===== src/rtl/bht_ctrl_if.sv =====
// Lookup, update and flush signals between a branch unit and the
// branch history table controller. q_count width follows Q_DEPTH.
interface bht_ctrl_if #(
    parameter int Q_DEPTH = 4
);
    localparam int QCW = $clog2(Q_DEPTH) + 1;

    logic           lk_valid;
    logic [8:0]     lk_pc;
    logic           lk_ready;
    logic           pred_valid;
    logic           pred_taken;
    logic           upd_valid;
    logic [8:0]     upd_pc;
    logic           upd_taken;
    logic           upd_ready;
    logic           flush;
    logic           busy;
    logic [QCW-1:0] q_count;

    modport master (
        output lk_valid, lk_pc, upd_valid, upd_pc, upd_taken, flush,
        input  lk_ready, pred_valid, pred_taken, upd_ready, busy, q_count
    );

    modport slave (
        input  lk_valid, lk_pc, upd_valid, upd_pc, upd_taken, flush,
        output lk_ready, pred_valid, pred_taken, upd_ready, busy, q_count
    );
endinterface


===== src/rtl/bht_ctrl.sv =====
// Branch history table controller: a table of M saturating N-bit counters
// with one access per cycle, shared between lookups, queued resolved-branch
// updates (read-modify-write) and a flush-triggered clear sweep.
module bht_ctrl #(
    parameter int M       = 16,
    parameter int N       = 2,
    parameter int Q_DEPTH = 4
) (
    input  logic      clk,
    input  logic      reset,
    bht_ctrl_if.slave bus
);
    localparam int IW  = $clog2(M);
    localparam int QW  = $clog2(Q_DEPTH);
    localparam int QCW = QW + 1;
    localparam logic [N-1:0] INIT = N'((1 << (N - 1)) - 1);
    localparam logic [N-1:0] CMAX = {N{1'b1}};

    typedef enum logic {RUN, CLEAR} state_t;

    state_t         state_reg, state_next;
    logic [IW-1:0]  sweep_reg, sweep_next;
    logic [QW-1:0]  rd_ptr_reg, wr_ptr_reg;
    logic [QCW-1:0] q_count_reg;
    logic [IW-1:0]  q_idx_mem [Q_DEPTH];
    logic           q_taken_mem [Q_DEPTH];
    logic           pred_valid_reg, pred_taken_reg;
    logic [N-1:0]   cnt_rd [M];

    logic           q_full, q_empty, can_accept;
    logic           lk_acc, enq, deq, q_clear;
    logic           wr_en;
    logic [IW-1:0]  wr_idx;
    logic [N-1:0]   wr_data;
    logic [IW-1:0]  lk_idx, upd_idx;
    logic [N-1:0]   upd_cnt, upd_cnt_next;
    logic           head_taken;

    assign q_full     = (q_count_reg == QCW'(Q_DEPTH));
    assign q_empty    = (q_count_reg == '0);
    // A flush cycle ignores both request channels, so neither handshake completes.
    assign can_accept = (state_reg == RUN) && !q_full && !bus.flush;
    assign enq        = bus.upd_valid && can_accept;
    assign lk_idx     = bus.lk_pc[IW-1:0];
    assign upd_idx    = q_idx_mem[rd_ptr_reg];
    assign head_taken = q_taken_mem[rd_ptr_reg];
    assign upd_cnt    = cnt_rd[upd_idx];

    assign bus.lk_ready   = can_accept;
    assign bus.upd_ready  = can_accept;
    assign bus.pred_valid = pred_valid_reg;
    assign bus.pred_taken = pred_taken_reg;
    assign bus.busy       = (state_reg == CLEAR);
    assign bus.q_count    = q_count_reg;

    // Saturating increment/decrement of the counter addressed by the queue head.
    always_comb begin
        upd_cnt_next = upd_cnt;
        if (head_taken) begin
            if (upd_cnt != CMAX) upd_cnt_next = upd_cnt + N'(1);
        end else begin
            if (upd_cnt != '0) upd_cnt_next = upd_cnt - N'(1);
        end
    end

    // Next state and the single table access arbitration for this cycle.
    always_comb begin
        state_next = state_reg;
        sweep_next = sweep_reg;
        lk_acc     = 1'b0;
        deq        = 1'b0;
        q_clear    = 1'b0;
        wr_en      = 1'b0;
        wr_idx     = upd_idx;
        wr_data    = upd_cnt_next;
        case (state_reg)
            RUN: begin
                if (bus.flush) begin
                    state_next = CLEAR;
                    sweep_next = '0;
                    q_clear    = 1'b1;
                end else if (q_full) begin
                    deq   = 1'b1;
                    wr_en = 1'b1;
                end else if (bus.lk_valid) begin
                    lk_acc = 1'b1;
                end else if (!q_empty) begin
                    deq   = 1'b1;
                    wr_en = 1'b1;
                end
            end
            CLEAR: begin
                wr_en   = 1'b1;
                wr_idx  = sweep_reg;
                wr_data = INIT;
                if (bus.flush) begin
                    sweep_next = '0;
                end else if (sweep_reg == IW'(M - 1)) begin
                    state_next = RUN;
                    sweep_next = '0;
                end else begin
                    sweep_next = sweep_reg + IW'(1);
                end
            end
            default: state_next = RUN;
        endcase
    end

    // FSM state and clear sweep index.
    always_ff @(posedge clk or negedge reset) begin
        if (!reset) begin
            state_reg <= RUN;
            sweep_reg <= '0;
        end else begin
            state_reg <= state_next;
            sweep_reg <= sweep_next;
        end
    end

    // Queue pointers and occupancy; a flush drops everything queued.
    always_ff @(posedge clk or negedge reset) begin
        if (!reset) begin
            rd_ptr_reg  <= '0;
            wr_ptr_reg  <= '0;
            q_count_reg <= '0;
        end else if (q_clear) begin
            rd_ptr_reg  <= '0;
            wr_ptr_reg  <= '0;
            q_count_reg <= '0;
        end else begin
            if (enq) wr_ptr_reg <= wr_ptr_reg + QW'(1);
            if (deq) rd_ptr_reg <= rd_ptr_reg + QW'(1);
            if (enq && !deq)      q_count_reg <= q_count_reg + QCW'(1);
            else if (!enq && deq) q_count_reg <= q_count_reg - QCW'(1);
        end
    end

    // Queue payload storage; only the table index bits of the PC are kept.
    always_ff @(posedge clk) begin
        if (enq) begin
            q_idx_mem[wr_ptr_reg]   <= bus.upd_pc[IW-1:0];
            q_taken_mem[wr_ptr_reg] <= bus.upd_taken;
        end
    end

    // Prediction register: valid one cycle after an accepted lookup, direction held otherwise.
    always_ff @(posedge clk or negedge reset) begin
        if (!reset) begin
            pred_valid_reg <= 1'b0;
            pred_taken_reg <= 1'b0;
        end else begin
            pred_valid_reg <= lk_acc;
            if (lk_acc) pred_taken_reg <= cnt_rd[lk_idx][N-1];
        end
    end

    // Counter table held in flops so reset can restore every entry at once.
    genvar gi;
    generate
        for (gi = 0; gi < M; gi++) begin : g_ent
            logic [N-1:0] cnt_reg;
            // One counter entry, written by an update or by the clear sweep.
            always_ff @(posedge clk or negedge reset) begin
                if (!reset) cnt_reg <= INIT;
                else if (wr_en && (wr_idx == IW'(gi))) cnt_reg <= wr_data;
            end
            assign cnt_rd[gi] = cnt_reg;
        end
    endgenerate
endmodule

===== src/flat_wrapper.sv =====
// flat-port wrapper written by rule: the top's interface ports become plain ports
module bht_ctrl_flat 
#(
    parameter int M       = 16,
    parameter int N       = 2,
    parameter int Q_DEPTH = 4
)
  (clk, reset, bus_lk_valid, bus_lk_pc, bus_upd_valid, bus_upd_pc, bus_upd_taken, bus_flush, bus_lk_ready, bus_pred_valid, bus_pred_taken, bus_upd_ready, bus_busy, bus_q_count);
  bht_ctrl_if #(.Q_DEPTH(Q_DEPTH)) bus_i ();
  input  logic clk;
  input  logic reset;
  input wire logic [$bits(bus_i.lk_valid)-1:0] bus_lk_valid;
  input wire logic [$bits(bus_i.lk_pc)-1:0] bus_lk_pc;
  input wire logic [$bits(bus_i.upd_valid)-1:0] bus_upd_valid;
  input wire logic [$bits(bus_i.upd_pc)-1:0] bus_upd_pc;
  input wire logic [$bits(bus_i.upd_taken)-1:0] bus_upd_taken;
  input wire logic [$bits(bus_i.flush)-1:0] bus_flush;
  output wire logic [$bits(bus_i.lk_ready)-1:0] bus_lk_ready;
  output wire logic [$bits(bus_i.pred_valid)-1:0] bus_pred_valid;
  output wire logic [$bits(bus_i.pred_taken)-1:0] bus_pred_taken;
  output wire logic [$bits(bus_i.upd_ready)-1:0] bus_upd_ready;
  output wire logic [$bits(bus_i.busy)-1:0] bus_busy;
  output wire logic [$bits(bus_i.q_count)-1:0] bus_q_count;
  assign bus_i.lk_valid = bus_lk_valid;
  assign bus_i.lk_pc = bus_lk_pc;
  assign bus_i.upd_valid = bus_upd_valid;
  assign bus_i.upd_pc = bus_upd_pc;
  assign bus_i.upd_taken = bus_upd_taken;
  assign bus_i.flush = bus_flush;
  assign bus_lk_ready = bus_i.lk_ready;
  assign bus_pred_valid = bus_i.pred_valid;
  assign bus_pred_taken = bus_i.pred_taken;
  assign bus_upd_ready = bus_i.upd_ready;
  assign bus_busy = bus_i.busy;
  assign bus_q_count = bus_i.q_count;
  bht_ctrl #(.M(M), .N(N), .Q_DEPTH(Q_DEPTH)) u_core (.clk(clk), .reset(reset), .bus(bus_i));
endmodule

===== config.mk =====
export PLATFORM = sky130hd
export DESIGN_NAME = bht_ctrl_flat
export DESIGN_NICKNAME = d
export VERILOG_FILES = /design/src/rtl/bht_ctrl_if.sv /design/src/rtl/bht_ctrl.sv /design/src/flat_wrapper.sv
export SDC_FILE = /design/constraint.sdc
export NUM_CORES = 1
export LEC_CHECK = 0
export ABC_AREA = 1
export CAP_MARGIN = 5
export CELL_PAD_IN_SITES_DETAIL_PLACEMENT = 0
export CELL_PAD_IN_SITES_GLOBAL_PLACEMENT = 1
export CORE_MARGIN = 2
export CORE_UTILIZATION = 43
export CTS_CLUSTER_SIZE = 30
export DETAILED_ROUTE_END_ITERATION = 10
export GPL_TIMING_DRIVEN = 0
export PLACE_DENSITY = 0.83
export SLEW_MARGIN = 20
export SYNTH_ARGS = -nofsm -noshare
export SYNTH_HDL_FRONTEND = slang
export SYNTH_SLANG_ARGS = --single-unit

===== constraint.sdc =====
create_clock -name clk -period 2.5 [get_ports clk]
set_input_delay 0.25 -clock clk [delete_from_list [all_inputs] [get_ports clk]]
set_output_delay 0.25 -clock clk [all_outputs]
set_load 0.03 [all_outputs]

==> metrics, run 1 <==
worst hold path type input pin to asynchronous set/reset pin; Net Count, Synth 483; Row Count 33; CTS tree built; slew margin rel. 60.8%; initial antenna violation count 0; worst slack, placed -0.0268 ns; Congestion Overflow GR 0; Hold WS 0.428 ns; Bufs on Longest Clock Path 2; Pwr Density 643 nW/µm²; RD Place Congestion 0.889; WL final 8870 µm; TritonCTS Sinks 66; Total Neg Setup Slack 0 ns; crit path max fanout 10; vias per std cell 5.24; Tcrit/Tclk final 93.6%; FILL cells 774; Static Leak 1.96 nW; Final #Nets 518; register bit total from synthesis 66; CTS Buf Count 9; first-pass GRT wire length 14,900 µm; Worst Path Class, Setup flop to flop; commonest cells after routing, fill and taps aside 148 x nand2_1, 73 x nand3_1, 48 x inv_1; most frequent CP cell nand3_1; Largest register FFs 32; clock skew 0.00950 ns; Avg WL per Cell 14.9 µm; Die Width 95.9 µm; post-placement cell count 578; slew at the pin closest to its max-slew limit 0.587 ns; Die Height 95.9 µm; CP required 2.73 ns; Iteration-0 DRC Markers 187; GRT Total Usage 21.6%; FF-to-FF path depth 13; port bufs 20; Syn Inst Count 452; DRT Pass-1 Iters 5; # diodes 0; Distinct cells, synth 36; total number of vias 3,128; Pwr Total 2.75 mW; final worst setup slack 0.160 ns; Initial Utilization 44.2%; half-perimeter wire length after placement 6490 µm; Core Box Area 8220 µm²; critical path's largest stage delay 0.42 ns; CP Launch Type flop; critical-path cell list buf_2 > nand2_1 > nand2_1 > o21ai_4 > buf_4 > nand3_1 > nand3_1 > nand3_2 > nand3_1 > nand2_2 > buf_4 > nand3_1 > nand2_1; Root Driver clkbuf_8; I/O pin count 32; Setup crit end kind flop; synthesized area per cell 8.03 µm²; Peak VDD IR 0.000353 V; status finished clean; Crit-path slowest cell dfrtp_1; ANT nets after route 0; number of max-cap violations 0; die area 9190 µm²; Hold Vio Cnt, Final 0; RSZ-0062 raised after global routing yes; largest net degree at the start of global routing 25; commonest non-fill, non-tap cell in the layout nand2_1; Final Max Slew Viols 0; CTS clk-pin slew, worst paths 0.08 ns; critical path arrival 2.57 ns; Worst-Skew Late Latency 0.35 ns; Post-Syn Area 3630 µm²; Seq/Total Area, Yosys 48.8%; endpoints failing setup 0; Final min period 2.34 ns; vias in the first global route 2,977; Max Fclk 427 MHz; H-Tree Depth 3; final instance count without filler cells 597; share of cells above drive strength 1 14.0%; DRC viols 0; Ys Warns 0; Area Overhead vs Synth 17.7%
-- metal layers --
layer	vias to the layer above	global-route usage (%)	routed length (µm)
li1	1526	-	-
met1	1500	31.2	4270
met2	86	32.6	3980
met3	16	4.07	477
met4	0	7.26	144
met5	-	0	0
-- cells by family after synthesis --
logic type / Yosys count / share of synthesized area [%]
simple gates: 278 / 33.2
flops: 66 / 48.8
buf+inv: 63 / 7.89
compound gates: 32 / 5.93
fa+ha+maj: 7 / 2.62
xor+xnor: 3 / 0.724
mux: 3 / 0.827
-- power breakdown --
| part | switching, mW | internal [mW] | total (mW) |
|---|---|---|---|
| Clock | 0.458 | 0.673 | 1.13 |
| Combinational | 0.227 | 0.134 | 0.362 |
| Sequential | 0.0430 | 1.21 | 1.25 |
| Total | 0.728 | 2.02 | 2.75 |
-- through the flow --
| stage | cell area (µm²) | util, % |
|---|---|---|
| 6_report | 4270 | 52.0 |
| 5_1_grt | 4270 | 52.0 |
| 4_1_cts | 4250 | 51.7 |
| 3_5_place_dp | 3990 | 48.5 |
| 3_3_place_gp | 3960 | 48.2 |
| 2_1_floorplan | 3630 | - |
-- repair_timing --
| action | in CTS | in global routing |
|---|---|---|
| endpoints found under the setup margin | 4 | 5 |
| pin swaps | 0 | 1 |
| hold buffers | 1 | 0 |
| buffers inserted | 0 | 2 |
| hold endpoints to repair | 15 | 0 |
| resized for setup | 1 | 4 |
-- area by class of cell --
class,count,area (µm²),area share (%)
Sequential cell,66,1770,41.5
Inverter,52,198,4.63
Multi-Input combinational cell,323,1580,37.0
Tap cell,105,131,3.07
Timing Repair Buffer,24,248,5.80
Buffer,11,92.6,2.17
Clock buffer,9,124,2.90
Clock inverter,7,125,2.93
-- worst max-delay path, delay by kind of cell, from the launching register on --
kind / cells / cell delay (ns)
buf+inv: 3 / 0.60
simple gates: 9 / 0.90
compound gates: 1 / 0.31
flops: 1 / 0.42
-- path summary, 6_finish.rpt --
path                                                         from                                      to  slack, ns
setup / recovery                 u_core.rd_ptr_reg[0]$_DFFE_PN0P_  u_core.g_ent[9].cnt_reg[1]$_DFFE_PN0P_       0.16
hold / removal                                              reset       u_core.bus.q_count[1]$_DFFE_PN0P_       0.43
setup reg to reg                 u_core.rd_ptr_reg[0]$_DFFE_PN0P_  u_core.g_ent[9].cnt_reg[1]$_DFFE_PN0P_       0.16
hold reg to reg            u_core.g_ent[9].cnt_reg[0]$_DFFE_PN1P_  u_core.g_ent[9].cnt_reg[0]$_DFFE_PN1P_       0.47
max in group asynchronous                                   reset  u_core.g_ent[6].cnt_reg[0]$_DFFE_PN1P_       1.46
min in group clk           u_core.g_ent[9].cnt_reg[0]$_DFFE_PN1P_  u_core.g_ent[9].cnt_reg[0]$_DFFE_PN1P_       0.47
-- cells in the mapped netlist, drive strengths merged --
cell type  count  area share [%]
nand2        155              17
nand3         76              11
inv           52             5.4
nor2          42             4.3
dfrtp         30              21
edfxtp        20              17
o21ai         20             3.2
dfstp         16              12
buf           10             2.3
ha             6             2.1
a21oi          5             1.0
mux2i          3            0.83
or2            3            0.52
xnor2          3            0.72
nor3           2            0.28
o221ai         2            0.48
a32oi          1            0.45
clkbuf         1            0.10
fa             1            0.55
o211ai         1            0.21
o22ai          1            0.17
o31ai          1            0.21
o32ai          1            0.24
No activity file was read; power rests on OpenSTA's default activity.
==> inputs of run 2 (changes only) <==
CORE_ASPECT_RATIO = 1.2   (was not set)
==> run 2 against run 1 <==
Effect of this change: total power shrank 1.0%; flip-flop and latch count is the same; first-iteration DRC count shrank 12%; via count shrank 2.0%; clock-buffer cell count is the same; largest power group unchanged.
==> metrics, run 2 (synthesis gave the netlist of run 1 again) <==
Reg2Reg Capture Point u_core.bus.q_count[2]$_DFFE_PN0P_; internal power 2.01 mW; H-Tree Depth 3; Post-DP Area 3990 µm²; Gate power share 12.9%; Final min period 2.29 ns; clock skew 0.0156 ns; Max Fclk 436 MHz; Congestion Overflow GR 0; CTS tree built; Bufs on Longest Clock Path 2; FF-to-FF path depth 10; initial antenna violation count 0; Root Driver clkbuf_8; vias in the first global route 2,929; Tcrit/Tclk final 91.8%; worst hold path type input pin to asynchronous set/reset pin; Avg WL per Cell 14.1 µm; CP Launch Type flop; Peak VDD IR 0.000368 V; Reg power frac 46.1%; Worst-Skew Late Latency 0.34 ns; RD Place Congestion 0.913; largest net degree at the start of global routing 25; GRT Total Usage 19.8%; total number of vias 3,065; r2r setup slk 0.23 ns; Core Box Area 8150 µm²; first-pass GRT wire length 14,000 µm; Util after Layout 52.2%; TritonCTS Sinks 66; CTS clk-pin slew, worst paths 0.08 ns; Die Width 87.9 µm; number of max-cap violations 0; die area 9200 µm²; Iteration-0 DRC Markers 165; vias per std cell 5.07; Worst Path Class, Setup flop to output port; RSZ-0062 raised after global routing no; port bufs 20; Area Overhead vs Synth 17.2%; DRC viols 0; Die Height 105 µm; # diodes 0; I/O pin count 32; DRT Pass-1 Iters 4; worst r2r src u_core.bus.busy$_DFF_PN0_; Setup crit end kind output port; share of cells above drive strength 1 13.7%; WL final 8540 µm; Final Max Slew Viols 0; Static Leak 1.94 nW; slew margin rel. 63.5%; Hold Vio Cnt, Final 0; crit path max fanout 14; slew at the pin closest to its max-slew limit 0.547 ns; ANT nets after route 0; Initial Utilization 44.5%; commonest cells after routing, fill and taps aside 148 x nand2_1, 73 x nand3_1, 48 x inv_1; Row Count 36; CP required 2.25 ns; endpoints failing setup 0; fin area 4260 µm²; Final #Nets 516; critical path arrival 2.04 ns; CTS Buf Count 9; switching part of the total power 25.9%; commonest non-fill, non-tap cell in the layout nand2_1; Switch Pwr 0.705 mW; status finished clean; half-perimeter wire length after placement 6380 µm; clock power share 41.0%; Pwr Density 639 nW/µm²; Largest register FFs 32
run 2: power by group through the flow:
stage | combinational, mW | sequential [mW] | clock, mW
6_report | 0.349 | 1.25 | 1.12
5_1_grt | 0.400 | 1.26 | 1.17
3_5_place_dp | 0.347 | 1.27 | 0
4_1_cts | 0.350 | 1.25 | 1.14
3_3_place_gp | 0.338 | 1.28 | 0
2_1_floorplan | 0.234 | 1.27 | 0
run 2: metrics by stage:
step,hold slack [ns],TNS [ns],instances,worst slack [ns],power (mW)
after CTS,0.419,0,603,0.0774,2.74
final,0.415,0,604,0.205,2.72
after detailed placement,0.269,0,587,0.0139,1.62
after floorplan,-0.0456,0,452,0.0669,1.50
after global placement,0.455,-6.94,586,-0.234,1.61
after global routing,0.465,0,604,0.00142,2.83
run 2: critical path: stages, from the launching register on:
cell and delay [ns]:
dfrtp_2 0.52, nor2_1 0.21, nand2_1 0.14, inv_2 0.08, buf_4 0.10, clkdlybuf4s50_1 0.66
run 2: worst max-delay path by stage:
stage          slack, ns                 startpoint                                end  cells past startpoint
2_1_floorplan       0.07  u_core.bus.busy$_DFF_PN0_  u_core.bus.q_count[2]$_DFFE_PN0P_                     11
3_3_place_gp       -0.23                      reset  u_core.bus.q_count[0]$_DFFE_PN0P_                      1
3_5_place_dp        0.01  u_core.bus.busy$_DFF_PN0_  u_core.bus.q_count[2]$_DFFE_PN0P_                     11
4_1_cts             0.08  u_core.bus.busy$_DFF_PN0_                      bus_upd_ready                      5
5_1_grt            0.001  u_core.bus.busy$_DFF_PN0_  u_core.bus.q_count[2]$_DFFE_PN0P_                     10
6_report            0.21  u_core.bus.busy$_DFF_PN0_                      bus_upd_ready                      5
run 2: layout make-up:
type | instances | area (µm²)
Multi-Input combinational cell | 323 | 1580
Fill cell | 808 | 3900
Sequential cell | 66 | 1770
Timing Repair Buffer | 23 | 233
Inverter | 52 | 198
Clock inverter | 7 | 125
Tap cell | 114 | 143
Clock buffer | 9 | 124
Buffer | 10 | 85.1
run 2: what timing repair did:
item | 4_1_cts | 5_1_grt
resized for setup | 0 | 2
pin swaps | 0 | 1
setup endpoints to repair | 2 | 4
hold buffers | 1 | 0
endpoints found under the hold margin | 13 | 0
buffers inserted | 0 | 1
run 2: per-layer routing:
metal	track usage (%)	share of wire, %	vias to the layer above
met4	7.36	2.1	0
met2	32.4	50	69
met1	25.7	45	1459
met5	0	0	-
li1	-	-	1522
met3	3.79	3.5	15
==> inputs of run 3 (changes only) <==
CAP_MARGIN = 25   (was 5)
==> run 3 against run 2 <==
Effect of this change: die area is the same; critical path depth is the same; highest routed layer unchanged; combinational power is essentially flat; first-iteration DRC count is the same; hold slack is the same; clock power is essentially flat; global-route usage is the same; via count is the same; sequential power is essentially flat; utilization is the same; cell area is the same.
==> metrics, run 3 (synthesis gave the netlist of run 1 again) <==
slew margin rel. 63.5%; number of max-cap violations 0; Largest register FFs 32; die area 9200 µm²; Worst Path Buf+Inv 3; worst hold path type input pin to asynchronous set/reset pin; Setup crit end kind output port; GRT Total Usage 19.8%; Max Fclk 436 MHz; Final #Nets 516; Core Box Area 8150 µm²; Congestion Overflow GR 0; Static Leak 1.94 nW; CTS clk-pin slew, worst paths 0.08 ns; TritonCTS Sinks 66; CP Launch Type flop; # diodes 0; Final Max Slew Viols 0; vias in the first global route 2,929; slew at the pin closest to its max-slew limit 0.547 ns; total number of vias 3,065; GR Layer Usage met1 25.7%; Iteration-0 DRC Markers 165; vias per std cell 5.07; CTS tree built; WL final 8540 µm; status finished clean; commonest cells after routing, fill and taps aside 148 x nand2_1, 73 x nand3_1, 48 x inv_1; Crit-path slowest cell clkdlybuf4s50_1; Row Count 36; Area Overhead vs Synth 17.2%; Worst Path Class, Setup flop to output port; critical path's largest stage delay 0.66 ns; Hold Vio Cnt, Final 0; half-perimeter wire length after placement 6380 µm; delay-heaviest family, CP buffers and inverters; DRC viols 0; clock skew 0.0156 ns; Die Height 105 µm; Peak VDD IR 0.000368 V; Final min period 2.29 ns; commonest non-fill, non-tap cell in the layout nand2_1; largest net degree at the start of global routing 25; Hold WS 0.415 ns; Root Driver clkbuf_8; grt met3 use 3.79%; Bufs on Longest Clock Path 2; port bufs 20; I/O pin count 32; Pwr Density 639 nW/µm²; endpoints failing setup 0; RSZ-0062 raised after global routing no; r2r setup slk 0.23 ns; final worst setup slack 0.205 ns; initial antenna violation count 0; Initial Utilization 44.5%; Most Used Layer, Global Route met2; Avg WL per Cell 14.1 µm; H-Tree Depth 3; worst slack, placed 0.0139 ns; RD Place Congestion 0.913; routing usage on met2 32.4%; Die Width 87.9 µm; Tcrit/Tclk final 91.8%; ANT nets after route 0; first-pass GRT wire length 14,000 µm; CTS Buf Count 9; crit path max fanout 14; share of cells above drive strength 1 13.7%; CP required 2.25 ns; DRT Pass-1 Iters 4; FILL cells 808; critical path arrival 2.04 ns; Worst-Skew Late Latency 0.34 ns; critical-path cell list nor2_1 > nand2_1 > inv_2 > buf_4 > clkdlybuf4s50_1
run 3: cell counts in the layout (fill, tap and decap cells not counted):
No cell type changed its count.
run 3: worst paths after layout:
kind,to,depth (start not counted),start
worst min-delay path,u_core.g_ent[6].cnt_reg[1]$_DFFE_PN0P_,2,reset
worst max-delay path,bus_upd_ready,5,u_core.bus.busy$_DFF_PN0_
worst min register to register,u_core.g_ent[7].cnt_reg[0]$_DFFE_PN1P_,2,u_core.g_ent[7].cnt_reg[0]$_DFFE_PN1P_
min in group clk,u_core.g_ent[7].cnt_reg[0]$_DFFE_PN1P_,2,u_core.g_ent[7].cnt_reg[0]$_DFFE_PN1P_
worst max register to register,u_core.bus.q_count[2]$_DFFE_PN0P_,10,u_core.bus.busy$_DFF_PN0_
max in group asynchronous,u_core.g_ent[0].cnt_reg[0]$_DFFE_PN1P_,3,reset
run 3: layout make-up:
| class | count | area, µm² | share of cell area (%) |
|---|---|---|---|
| Multi-Input combinational cell | 323 | 1580 | 37.0 |
| Inverter | 52 | 198 | 4.65 |
| Buffer | 10 | 85.1 | 2.00 |
| Sequential cell | 66 | 1770 | 41.7 |
| Tap cell | 114 | 143 | 3.35 |
| Clock buffer | 9 | 124 | 2.91 |
| Timing Repair Buffer | 23 | 233 | 5.47 |
| Clock inverter | 7 | 125 | 2.94 |
run 3: what timing repair did:
item                                    CTS  global route
hold buffers                              1             0
endpoints found under the hold margin    13             0
gates resized for setup                   0             2
buffers inserted                          0             1
endpoints found under the setup margin    2             4
pin swaps                                 0             1
run 3: metal layers:
layer | vias up | routed length [µm]
met3 | 15 | 302
met1 | 1459 | 3810
met2 | 69 | 4250
met4 | 0 | 183
met5 | - | 0
li1 | 1522 | -
run 3: stage by stage:
stage	cells	area [µm²]	TNS (ns)	util [%]	power (mW)
after floorplan	452	3630	0	-	1.50
after global placement	586	3970	-6.94	48.7	1.61
after detailed placement	587	3990	0	48.9	1.62
after CTS	603	4240	0	52.1	2.74
after global routing	604	4260	0	52.2	2.83
final	604	4260	0	52.2	2.72
run 3: worst register-to-register path: cells and delay by family (launching register included):
kind                       cells  cell delay [ns]
and+or+nand+nor                3             0.47
xor gates and xnor gates       1             0.14
buffers and inverters          3             0.30
adders and majority gates      2             0.58
DFF                            1             0.52
AOI/OAI and AO/OA              1             0.18
run 3: where the power goes:
group / switching (mW) / leakage, nW / internal, mW / total (mW)
clock: 0.445 / 0.124 / 0.671 / 1.12
sequential: 0.0429 / 0.747 / 1.21 / 1.25
combinational: 0.218 / 1.07 / 0.132 / 0.349
